## src/rtl/time_entry_keypad.sv

```systemverilog
// Keypad debouncer and M:SS entry buffer feeding the MS timer.
// Issues a one-cycle active-low load strobe once a valid entry is started.
module time_entry_keypad #(
  parameter int DEBOUNCE_CYCLES = 4
) (
  input  logic       clock,
  input  logic       clrn,
  input  logic [9:0] keypad,
  input  logic       start,
  input  logic       clear,
  input  logic       timer_done,
  output logic [3:0] min_data,
  output logic [3:0] tens_data,
  output logic [3:0] secs_data,
  output logic       loadn,
  output logic       running,
  output logic [1:0] digit_cnt,
  output logic       entry_err
);

  typedef enum logic [1:0] {
    S_IDLE,
    S_ENTRY,
    S_LOAD,
    S_RUN
  } state_t;

  localparam logic [3:0] LP_DB = 4'(DEBOUNCE_CYCLES);

  state_t     r_state, w_state_nxt;
  logic [9:0] r_prev;
  logic [3:0] r_cnt, w_cnt_nxt;
  logic       r_latch, w_latch_nxt;
  logic [3:0] r_min, w_min_nxt;
  logic [3:0] r_tens, w_tens_nxt;
  logic [3:0] r_secs, w_secs_nxt;
  logic [1:0] r_dcnt, w_dcnt_nxt;
  logic       r_loadn, w_loadn_nxt;
  logic       r_run, w_run_nxt;
  logic       r_err, w_err_nxt;

  logic [3:0] w_nbits;
  logic [3:0] w_key;
  logic       w_valid;
  logic       w_zero;
  logic       w_same;
  logic       w_accept;
  logic       w_release;
  logic       w_shift;

  always_comb begin
    w_nbits = '0;
    w_key   = '0;
    for (int k = 0; k < 10; k++) begin
      if (keypad[k]) begin
        w_nbits = w_nbits + 4'd1;
        w_key   = 4'(k);
      end
    end
  end

  assign w_valid = (w_nbits == 4'd1);
  assign w_zero  = (keypad == '0);
  assign w_same  = (keypad == r_prev);

  // One counter times both a stable key and a stable all-zero release.
  always_comb begin
    w_cnt_nxt = '0;
    if (w_same && (w_valid || w_zero)) begin
      w_cnt_nxt = (r_cnt == 4'hF) ? r_cnt : r_cnt + 4'd1;
    end
  end

  assign w_accept  = w_valid && !r_latch
                  && (w_cnt_nxt >= LP_DB);
  assign w_release = w_zero && (w_cnt_nxt >= LP_DB);

  always_comb begin
    w_latch_nxt = r_latch;
    if (w_accept) begin
      w_latch_nxt = 1'b1;
    end else if (w_release) begin
      w_latch_nxt = 1'b0;
    end
  end

  // After a rejected start a new digit may shift the full buffer along.
  assign w_shift = w_accept && ((r_dcnt != 2'd3) || r_err);

  always_comb begin
    w_state_nxt = r_state;
    w_min_nxt   = r_min;
    w_tens_nxt  = r_tens;
    w_secs_nxt  = r_secs;
    w_dcnt_nxt  = r_dcnt;
    w_loadn_nxt = 1'b1;
    w_run_nxt   = 1'b0;
    w_err_nxt   = r_err;
    if (clear) begin
      w_state_nxt = S_IDLE;
      w_min_nxt   = '0;
      w_tens_nxt  = '0;
      w_secs_nxt  = '0;
      w_dcnt_nxt  = '0;
      w_err_nxt   = 1'b0;
    end else begin
      unique case (r_state)
        S_IDLE, S_ENTRY: begin
          if (w_shift) begin
            w_min_nxt   = r_tens;
            w_tens_nxt  = r_secs;
            w_secs_nxt  = w_key;
            if (r_dcnt != 2'd3) begin
              w_dcnt_nxt = r_dcnt + 2'd1;
            end
            w_state_nxt = S_ENTRY;
            w_err_nxt   = 1'b0;
          end else if (start && (r_dcnt != 2'd0)) begin
            if (r_tens > 4'd5) begin
              w_state_nxt = S_ENTRY;
              w_err_nxt   = 1'b1;
            end else begin
              w_state_nxt = S_LOAD;
              w_loadn_nxt = 1'b0;
              w_err_nxt   = 1'b0;
            end
          end
        end
        S_LOAD: begin
          w_state_nxt = S_RUN;
          w_run_nxt   = 1'b1;
        end
        S_RUN: begin
          if (timer_done) begin
            w_state_nxt = S_IDLE;
            w_min_nxt   = '0;
            w_tens_nxt  = '0;
            w_secs_nxt  = '0;
            w_dcnt_nxt  = '0;
          end else begin
            w_run_nxt = 1'b1;
          end
        end
      endcase
    end
  end

  always_ff @(posedge clock or negedge clrn) begin
    if (!clrn) begin
      r_state <= S_IDLE;
      r_prev  <= '0;
      r_cnt   <= '0;
      r_latch <= 1'b0;
      r_min   <= '0;
      r_tens  <= '0;
      r_secs  <= '0;
      r_dcnt  <= '0;
      r_loadn <= 1'b1;
      r_run   <= 1'b0;
      r_err   <= 1'b0;
    end else begin
      r_state <= w_state_nxt;
      r_prev  <= keypad;
      r_cnt   <= w_cnt_nxt;
      r_latch <= w_latch_nxt;
      r_min   <= w_min_nxt;
      r_tens  <= w_tens_nxt;
      r_secs  <= w_secs_nxt;
      r_dcnt  <= w_dcnt_nxt;
      r_loadn <= w_loadn_nxt;
      r_run   <= w_run_nxt;
      r_err   <= w_err_nxt;
    end
  end

  assign min_data  = r_min;
  assign tens_data = r_tens;
  assign secs_data = r_secs;
  assign loadn     = r_loadn;
  assign running   = r_run;
  assign digit_cnt = r_dcnt;
  assign entry_err = r_err;

endmodule

```

## config.mk

```make
export PLATFORM = sky130hd
export DESIGN_NAME = time_entry_keypad
export DESIGN_NICKNAME = d
export VERILOG_FILES = /design/src/rtl/time_entry_keypad.sv
export SDC_FILE = /design/constraint.sdc
export NUM_CORES = 1
export LEC_CHECK = 0
export ABC_AREA = 0
export BUFFER_PORTS_ARGS = -buffer_cell sky130_fd_sc_hd__buf_2
export CORE_MARGIN = 2
export CORE_UTILIZATION = 55
export DETAILED_ROUTE_END_ITERATION = 12
export PLACE_DENSITY = 0.77
export SLEW_MARGIN = 10
export SYNTH_ARGS = -nofsm -noshare
export SYNTH_HDL_FRONTEND = slang
export SYNTH_SLANG_ARGS = --single-unit
export TNS_END_PERCENT = 30
```

## constraint.sdc

```tcl
create_clock -name clock -period 3.3 [get_ports clock]
set_clock_uncertainty 0.1 [all_clocks]
set_input_delay 0.66 -clock clock [delete_from_list [all_inputs] [get_ports clock]]
set_output_delay 0.66 -clock clock [all_outputs]
set_load 0.03 [all_outputs]
```

==> metrics.txt <==
GRT Total Usage=26.4%; crit path kind=primary input to register; Final ANT Viol Nets=0; total I/O pin count=32; total negative slack=-43.43 ns; clock-pin slew on the worst setup and hold paths=0.08 ns; CP max stage delay=0.53 ns; WP data required=3.44 ns; gr ovfl total=0; first-pass GRT wire length=10200 um; cells after synthesis=256; final std cells w/o fill=394; H-tree levels=2; Synth Area per Inst=9.36 um^2; final hold vios=0; DR DRC count=0; startpoint class of the critical path=primary input; Initial DRT Pass Iterations=4; vias in the first global route=2223; dpl hpwl=4180 um; RSZ-0062 raised after global routing=true; Pint=1.24 mW; most frequent CP cell=ha_4; CORE AREA=4260 um^2; Seq/Total Area, Yosys=35.5%; post-layout minimum cycle time=5.26 ns; Power Dens Cells=549 nW/um^2; CTS tree=done; slew margin rel.=44.6%; Starting Density=56.2%; P_leak=1.64 nW; Clk pwr share=25.2%; filler cell count=259; DIE AREA=4900 um^2; max cap viols=0; worst-margin pin slew=0.831 ns; Max Buffers Root-to-Sink=2; class of the worst hold path=primary input to asynchronous set/reset pin; multi-input logic area=1650 um^2; Area Growth Syn to Fin=43.4%; slowest CP cell=or4b_1; synthesized area=2400 um^2; Routability Congestion=0.874; yosys warns=0; Skew-Pair Late Insertion Delay=0.30 ns; Post-synth EDFFs=0; Syn Nets=283; period utilization=159%; layout cells sized above 1=41.2%; die width=70.0 um; R2R cell count=9; pin count of the biggest net entering global routing=35; initial antenna violation count=0; Max Clock Freq=0.190 GHz; critical path fanouts, max=4; Switch Pwr=641 uW; Yosys reg bits=34; Placed Cells incl. Taps=376; register area=852 um^2; combinational share of power=51.2%; # clock sinks=34; clk root buf=clkbuf_8; unique cell type count in the Yosys netlist=54; via count=2164; Worst VDD drop=427 uV; Synth async-reset ratio=100%; share of power burned in registers=23.7%; Final Max Tran Viols=0; die height=70.0 um; detailed router's first-iteration violation count=155; Num CTS Buffers=5; Via density=5.49; Rows=24; antenna cell count=0; crit path DAT=5.40 ns; Final Util=80.6%; Top FF cell, synth=dfrtp_1; Routed WL=6280 um; Final nets=368; Worst Slack Setup Final=-1.96 ns; Sw Share=34.0%; WL/cell=15.9 um; violated checks=negative setup slack; Final setup viols=23; critical path endpoint category=register; PortBufs=31; outcome=finished with violations
## area by class of cell
type / instances / area share, %
Clock inverter: 3 / 2.00
Multi-Input combinational cell: 188 / 47.9
Inverter: 25 / 3.24
Timing Repair Buffer: 87 / 18.2
Sequential cell: 34 / 24.8
Clock buffer: 5 / 2.00
Tap cell: 52 / 1.89
## through the flow
stage	power [mW]	hold slack (ns)	setup WS (ns)	area, um^2
after floorplan	1.00	0.264	-2.32	2500
after global placement	1.22	0.378	-2.44	3020
after detailed placement	1.25	0.385	-2.65	3020
after CTS	1.82	0.352	-1.94	3330
after global routing	1.99	0.375	-2.13	3440
final	1.89	0.337	-1.96	3440
## worst paths after layout
path	start	slack [ns]	end
worst max-delay path	keypad[1]	-1.96	digit_cnt[0]
worst min-delay path	clrn	0.34	r_prev[1]
worst max register to register	r_prev[9]	0.57	digit_cnt[0]
worst min register to register	r_latch	0.39	r_latch
max in group asynchronous	clrn	2.27	r_prev[6]
min in group clock	r_latch	0.39	r_latch
## layer usage
metal,global-route usage (%),up-vias,wire length (um)
li1,-,1062,-
met1,33.1,1032,2700
met2,45.6,56,3200
met3,4.33,14,248
met4,10.0,0,132
met5,0,-,0
## synthesized netlist by cell type (5+ instances only)
library cell,number,area (um^2)
a21oi_1,7,35.0
a31oi_1,7,43.8
clkbuf_1,5,18.8
dfrtp_1,33,826
ha_1,12,150
inv_1,24,90.1
mux2i_1,12,120
nand2_1,29,109
nand3_1,11,55.1
nor2_1,19,71.3
nor3_1,6,30.0
o21ai_0,6,30.0
xnor2_1,11,96.3
xor2_1,13,114
## cells in the final DEF, fill, tap and decap left out, types with 4 or more instances in the layout
cell type	count
a21oi_1	6
a31oi_1	7
buf_2	29
buf_4	52
clkbuf_8	5
dfrtp_1	33
ha_4	7
inv_1	20
mux2_4	4
mux2i_1	12
nand2_1	24
nand3_1	9
nor2_1	18
nor3_1	5
xnor2_1	11
xor2_1	12
## power by group through the flow
stage	clock (mW)	combinational (mW)	sequential (mW)
final	0.474	0.965	0.446
after global routing	0.490	1.05	0.449
after global placement	0	0.766	0.453
after CTS	0.473	0.897	0.446
after detailed placement	0	0.799	0.454
after floorplan	0	0.527	0.474
## sequential cells by signal, summed over array words and instances, names as in the netlist
name and count:
r_latch 1, r_cnt 4, r_prev 10, min_data 4, loadn 1, running 1, tens_data 4, secs_data 4
entry_err 1, r_state 2, digit_cnt 2
## what timing repair did
action	CTS	global route
hold buffers	0	0
pin swaps	21	8
resized for setup	21	19
setup buffers	8	2
setup endpoints to repair	23	23
## cells by family after synthesis
family	synth area share, %
and+or+nand+nor	18.4
AOI/OAI and AO/OA	13.0
buffers and inverters	6.52
DFF	35.5
xor gates and xnor gates	13.4
muxes	6.89
adders and majority gates	6.26
## critical path, delay by kind of cell
| kind | cells | cell delay [ns] |
|---|---|---|
| xor gates and xnor gates | 1 | 0.18 |
| AOI/OAI and AO/OA | 5 | 0.66 |
| buffers and inverters | 4 | 0.22 |
| muxes | 2 | 0.56 |
| and+or+nand+nor | 9 | 1.21 |
| adders and majority gates | 8 | 1.89 |
(Power assumes the default switching activity.)
